**config.mk**
```make
export PLATFORM = sky130hd
export DESIGN_NAME = sync_fifo
export DESIGN_NICKNAME = d
export VERILOG_FILES = /design/src/rtl/fifo_pkg.sv /design/src/rtl/fifo_mem.sv /design/src/rtl/sync_fifo.sv
export SDC_FILE = /design/constraint.sdc
export NUM_CORES = 1
export LEC_CHECK = 0
export CAP_MARGIN = 0
export CORE_MARGIN = 10
export CORE_UTILIZATION = 40
export DETAILED_ROUTE_END_ITERATION = 8
export DONT_BUFFER_PORTS = 1
export SYNTH_ARGS = -nofsm -noshare
export SYNTH_HDL_FRONTEND = slang
export SYNTH_SLANG_ARGS = --single-unit
```
**constraint.sdc**
```tcl
create_clock -name clk -period 3.3 [get_ports clk]
set_input_delay 0.495 -clock clk [delete_from_list [all_inputs] [get_ports clk]]
set_output_delay 0.495 -clock clk [all_outputs]
set_load 0.03 [all_outputs]
```
**src/rtl/fifo_pkg.sv**
```systemverilog
// fifo_pkg
// Shared constants and width helpers for the FIFO and the UART datapath blocks.
//   FIFO_MODE_STD  : registered read, rd_data valid one cycle after the pop
//   FIFO_MODE_FWFT : head word is shown combinationally while not empty
//   fifo_aw(depth) : storage address width
//   fifo_cw(depth) : pointer/count width (one extra bit to tell full from empty)
package fifo_pkg;

   localparam int FIFO_MODE_STD  = 0;
   localparam int FIFO_MODE_FWFT = 1;

   function automatic int fifo_aw(input int depth);
      return $clog2(depth);
   endfunction

   function automatic int fifo_cw(input int depth);
      return $clog2(depth) + 1;
   endfunction

endpackage

```
**src/rtl/fifo_mem.sv**
```systemverilog
// fifo_mem
// DEPTH x WIDTH register array: one synchronous write port, one asynchronous
// read port. Contents are not reset.
//   clk   : write clock
//   we    : write enable
//   waddr : write address
//   wdata : write word
//   raddr : read address
//   rdata : word at raddr (combinational)
module fifo_mem
   import fifo_pkg::*;
#(
   parameter int WIDTH = 8,
   parameter int DEPTH = 16,
   parameter int AW    = fifo_aw(DEPTH)
) (
   input  logic             clk,
   input  logic             we,
   input  logic [AW-1:0]    waddr,
   input  logic [WIDTH-1:0] wdata,
   input  logic [AW-1:0]    raddr,
   output logic [WIDTH-1:0] rdata
);

   logic [WIDTH-1:0] mem [DEPTH];

   always_ff @(posedge clk) begin
      if (we) begin
         mem[waddr] <= wdata;
      end
   end

   assign rdata = mem[raddr];

endmodule

```
**src/rtl/sync_fifo.sv**
```systemverilog
// sync_fifo
// Single-clock FIFO with occupancy count, almost-full/almost-empty thresholds,
// sticky overflow/underflow flags and selectable standard / FWFT read mode.
// Storage lives in fifo_mem; this module owns pointers, count, flags and the
// read output register.
//   clk          : clock, rising edge
//   rst_n        : asynchronous active-low reset
//   flush        : synchronous clear of pointers, count and error flags
//   wr_en/wr_data: write request and word
//   rd_en        : pop request
//   rd_data      : read word (registered in standard mode, head word in FWFT)
//   rd_valid     : standard: pulse when rd_data updated; FWFT: !empty
//   full/empty/almost_full/almost_empty : decodes of count
//   count        : occupancy 0..DEPTH
//   overflow     : sticky, a write was rejected
//   underflow    : sticky, a read was rejected
module sync_fifo
   import fifo_pkg::*;
#(
   parameter int WIDTH    = 8,
   parameter int DEPTH    = 16,
   parameter int FWFT     = FIFO_MODE_STD,
   parameter int AF_LEVEL = DEPTH - 2,
   parameter int AE_LEVEL = 2
) (
   input  logic                   clk,
   input  logic                   rst_n,
   input  logic                   flush,
   input  logic                   wr_en,
   input  logic [WIDTH-1:0]       wr_data,
   input  logic                   rd_en,
   output logic [WIDTH-1:0]       rd_data,
   output logic                   rd_valid,
   output logic                   full,
   output logic                   empty,
   output logic                   almost_full,
   output logic                   almost_empty,
   output logic [$clog2(DEPTH):0] count,
   output logic                   overflow,
   output logic                   underflow
);

   localparam int CW = fifo_cw(DEPTH);
   localparam int AW = fifo_aw(DEPTH);

   logic [CW-1:0]    wptr;
   logic [CW-1:0]    rptr;
   logic [CW-1:0]    count_q;
   logic             overflow_q;
   logic             underflow_q;
   logic             rd_acc;
   logic             wr_acc;
   logic [WIDTH-1:0] mem_rdata;

   assign empty        = (count_q == '0);
   assign full         = (count_q == CW'(DEPTH));
   assign almost_full  = (count_q >= CW'(AF_LEVEL));
   assign almost_empty = (count_q <= CW'(AE_LEVEL));
   assign count        = count_q;
   assign overflow     = overflow_q;
   assign underflow    = underflow_q;

   // A read on a full FIFO frees the slot in the same cycle, so the write
   // may proceed. No bypass on empty: the read is rejected instead.
   assign rd_acc = rd_en && !empty;
   assign wr_acc = wr_en && (!full || rd_acc);

   always_ff @(posedge clk or negedge rst_n) begin
      if (!rst_n) begin
         wptr        <= '0;
         rptr        <= '0;
         count_q     <= '0;
         overflow_q  <= 1'b0;
         underflow_q <= 1'b0;
      end else if (flush) begin
         wptr        <= '0;
         rptr        <= '0;
         count_q     <= '0;
         overflow_q  <= 1'b0;
         underflow_q <= 1'b0;
      end else begin
         if (wr_acc) begin
            wptr <= wptr + 1'b1;
         end
         if (rd_acc) begin
            rptr <= rptr + 1'b1;
         end
         count_q <= count_q + {{(CW-1){1'b0}}, wr_acc} - {{(CW-1){1'b0}}, rd_acc};
         if (wr_en && !wr_acc) begin
            overflow_q <= 1'b1;
         end
         if (rd_en && !rd_acc) begin
            underflow_q <= 1'b1;
         end
      end
   end

   fifo_mem #(
      .WIDTH (WIDTH),
      .DEPTH (DEPTH),
      .AW    (AW)
   ) u_mem (
      .clk   (clk),
      .we    (wr_acc),
      .waddr (wptr[AW-1:0]),
      .wdata (wr_data),
      .raddr (rptr[AW-1:0]),
      .rdata (mem_rdata)
   );

   generate
      if (FWFT == FIFO_MODE_FWFT) begin : g_fwft
         assign rd_data  = mem_rdata;
         assign rd_valid = !empty;
      end else begin : g_std
         logic [WIDTH-1:0] rd_data_q;
         logic             rd_valid_q;

         always_ff @(posedge clk or negedge rst_n) begin
            if (!rst_n) begin
               rd_data_q  <= '0;
               rd_valid_q <= 1'b0;
            end else if (flush) begin
               rd_valid_q <= 1'b0;
            end else begin
               rd_valid_q <= rd_acc;
               if (rd_acc) begin
                  rd_data_q <= mem_rdata;
               end
            end
         end

         assign rd_data  = rd_data_q;
         assign rd_valid = rd_valid_q;
      end
   endgenerate

   // Pointer-derived full/empty must agree with the count decodes.
   ptr_count_agree : assert property (@(posedge clk) disable iff (!rst_n)
      ((wptr == rptr) == empty) &&
      (((wptr[CW-1] != rptr[CW-1]) && (wptr[AW-1:0] == rptr[AW-1:0])) == full));

endmodule

```
==> summary.txt <==
Worst setup path
  • Critical Path Sink Type: register
  • R2R Path End: count[4]$_DFF_PN0_
  • Worst reg2reg path depth: 10
  • Setup crit end: count[4]$_DFF_PN0_
  • R2R Setup Slk: 430 ps
  • Worst path arrival time: around 3200 ps
  • Startpoint types: register
  • Critical Path Fanout Max: 6
  • Setup crit start: count[0]$_DFF_PN0_
  • Worst r2r src: count[0]$_DFF_PN0_
  • Critical Path RT: 3640 ps
  • Critical path class: reg -> reg

Timing
  • Final Slew Violations: 0
  • Setup tns final: 0 ps
  • Crit path time final: between 2000 and 3000 ps
  • Final WS setup: 434 ps
  • Actual slew at the worst max-slew pin: 833 ps
  • Fin. Hold Viols: 0
  • Fmax: 349 MHz
  • Final hold slack: between 100 and 150 ps
  • Layout Skew: 7.21 ps
  • Final-report setup violation count: 0
  • Final period util: 0.868
  • Slew margin rel.: 0.443
  • RSZ-0062 raised after global routing: no

Global route
  • Grt total ovfl: 0
  • Largest net degree at the start of global routing: 35
  • First-pass GRT wire length: 19500 um
  • Vias in the first global route: around 3.3k
  • Initial antenna violation count: 0
  • Gr usage total: 0.124

Min path
  • Worst Hold Class: in -> reg

Logic synthesis
  • Seq cells post-synth: 152
  • Synthesized cell area: 6290 um2
  • Register area share after synthesis: 0.707
  • Syn Inst Count: 336
  • Distinct cells, synth: 37
  • Syn nets: approximately 370
  • Syn Area/Cell: 18.7 um2
  • Yosys warns: 0

Clocking
  • Post-CTS setup buffers: 0
  • Root Buffer: clkbuf_16
  • Post_cts resized: 0
  • Hold Buf Count CTS: 2
  • TritonCTS clock tree: built
  • Latest clock arrival within the worst-skew pair: about 420 ps
  • Number of buffers created by CTS: 17
  • CTS H-tree lvls: 4
  • CTS max path bufs: 2
  • Clk slew on worst S/H paths: around 60 ps
  • Clk sinks: 152

Placed design
  • Setup WS pre-CTS: 425 ps
  • Post-DP HPWL: slightly below 8000 um
  • Placed cell areas: 6600 um2
  • Routability Congestion: ~0.77
  • Number of port buffers: 0

Detailed routing
  • Detailed Route Iter0 Violations: roughly 230
  • Drt total wl: 12200 um
  • Remaining DRCs: 0
  • Drt first pass iters: 4
  • WL/cell: 20.8 um
  • Vias per Instance: 5.16
  • Antenna Nets Post-Route: 0
  • Vias: 3030

Pwr
  • Internal power: 3.82 mW
  • Comb power frac: 0.187
  • Peak VDD IR: 444 uV
  • Leakage: 2.44 nW
  • PwrDens: about 740 nW/um2
  • Clock power frac: 0.355
  • Sw Ratio: 0.283
  • Share of power burned in registers: 0.458
  • Sw Pwr: 1.50 mW

Cells and area
  • Final Cell Area: slightly above 7000 um2
  • ANT cells: 0
  • Most common cell after layout, fill and taps aside: edfxtp_1
  • Nets: 392
  • Most frequent cells in the layout: edfxtp_1, mux4_2, dfrtp_1, nor2_1, buf_4
  • P&R area growth vs syn: 14.7%
  • Share of cells above drive strength 1: 0.263
  • Filler cell count in the final layout: 1312

Die
  • Die Area: 21100 um2
  • Die W: about 150 um
  • Initial core utilization: 0.411
  • Cell row count: 45
  • Core Box Area: 15300 um2
  • I/O Pins: 33
  • Chip height: 145 um

Status
  • Status: completed

Flow run
  • Max-cap violations: 0
## final cells by class
type,instances,area (um2),area share
Tap cell,211,264,0.0366
Sequential cell,152,4440,0.616
Clock buffer,22,484,0.0671
Inverter,11,48.8,0.00677
Clock inverter,10,98.8,0.0137
Timing Repair Buffer,23,188,0.0260
Multi-Input combinational cell,158,1680,0.234
## layer usage
metal | track usage | share of wire | wire [um] | vias up
met3 | 0.0472 | 0.067 | 816 | 25
met1 | 0.154 | 0.44 | 5320 | 1574
met2 | 0.185 | 0.47 | 5700 | 62
met4 | 0.0607 | 0.031 | 381 | 0
met5 | 0 | 0 | 0 | -
li1 | - | - | - | 1369
## sequential cells by signal, indices dropped and copies added (netlist names)
signal     count
wptr           4
underflow      1
u_mem.mem    128
overflow       1
rptr           4
rd_valid       1
rd_data        8
count          5
## synthesized netlist by cell type (all sizes together)
cell / count / area (um2)
dfrtp: 24 / 601
clkbuf: 3 / 11.3
fa: 1 / 20.0
ha: 15 / 188
o221ai: 8 / 120
buf: 12 / 98.8
o211ai: 2 / 15.0
a21oi: 7 / 35.0
mux4: 32 / 721
or4b: 1 / 13.8
nand2b: 4 / 25.0
nand2: 19 / 90.1
nor2b: 2 / 12.5
clkinv: 1 / 8.76
a21boi: 1 / 11.3
nand4bb: 1 / 11.3
xor2: 6 / 52.6
a31oi: 1 / 6.26
nor2: 23 / 86.3
o21a: 1 / 7.51
nor3: 5 / 25.0
nand3: 3 / 15.0
and3: 1 / 6.26
xnor2: 2 / 17.5
inv: 10 / 40.1
o21ai: 3 / 15.0
edfxtp: 128 / 3840
mux2i: 16 / 160
or3: 4 / 30.0
## critical path, stage by stage (launching register included)
cell and delay, ps:
dfrtp_1 540, or4b_4 650, clkinv_4 120, or3_1 180, nand2_1 70, ha_1 210
fa_1 400, nand2b_1 90, a21oi_1 70, or3_1 300, a21oi_1 150
## power by group through the flow
stage	logic, mW	registers, mW	clock network [mW]
3_3_place_gp	1.00	2.47	0
6_report	0.997	2.43	1.89
4_1_cts	1.02	2.44	1.93
3_5_place_dp	1.00	2.48	0
5_1_grt	1.12	2.45	2.03
2_1_floorplan	0.790	2.48	0
## kinds of logic after synthesis
kind of cell             count (synthesis)  share of synthesized area
XOR/XNOR                                 8                     0.0111
adder cells (fa/ha/maj)                 16                     0.0330
multiplexers                            48                      0.140
AND/OR/NAND/NOR                         63                     0.0501
flip-flops                             152                      0.707
buffers and inverters                   26                     0.0253
AO/OA/AOI/OAI                           23                     0.0334
## worst min path at each step
stage	from	end	slack [ps]	cells after the start
floorplan	rst_n	count[0]$_DFF_PN0_	200	0
global placement	rst_n	count[1]$_DFF_PN0_	200	0
detailed placement	rst_n	count[1]$_DFF_PN0_	200	0
CTS	flush	wptr[1]$_DFFE_PN0P_	110	1
global route	flush	overflow$_DFFE_PN0P_	110	1
finish	flush	count[0]$_DFF_PN0_	130	1
## through the flow
stage	total power, mW	util	cells
after floorplan	3.27	-	336
after detailed placement	3.48	0.431	553
final	5.32	0.471	587
after global placement	3.47	0.431	553
after global routing	5.60	0.471	587
after CTS	5.39	0.471	587
Note: power is estimated with default switching activity, not from simulation.
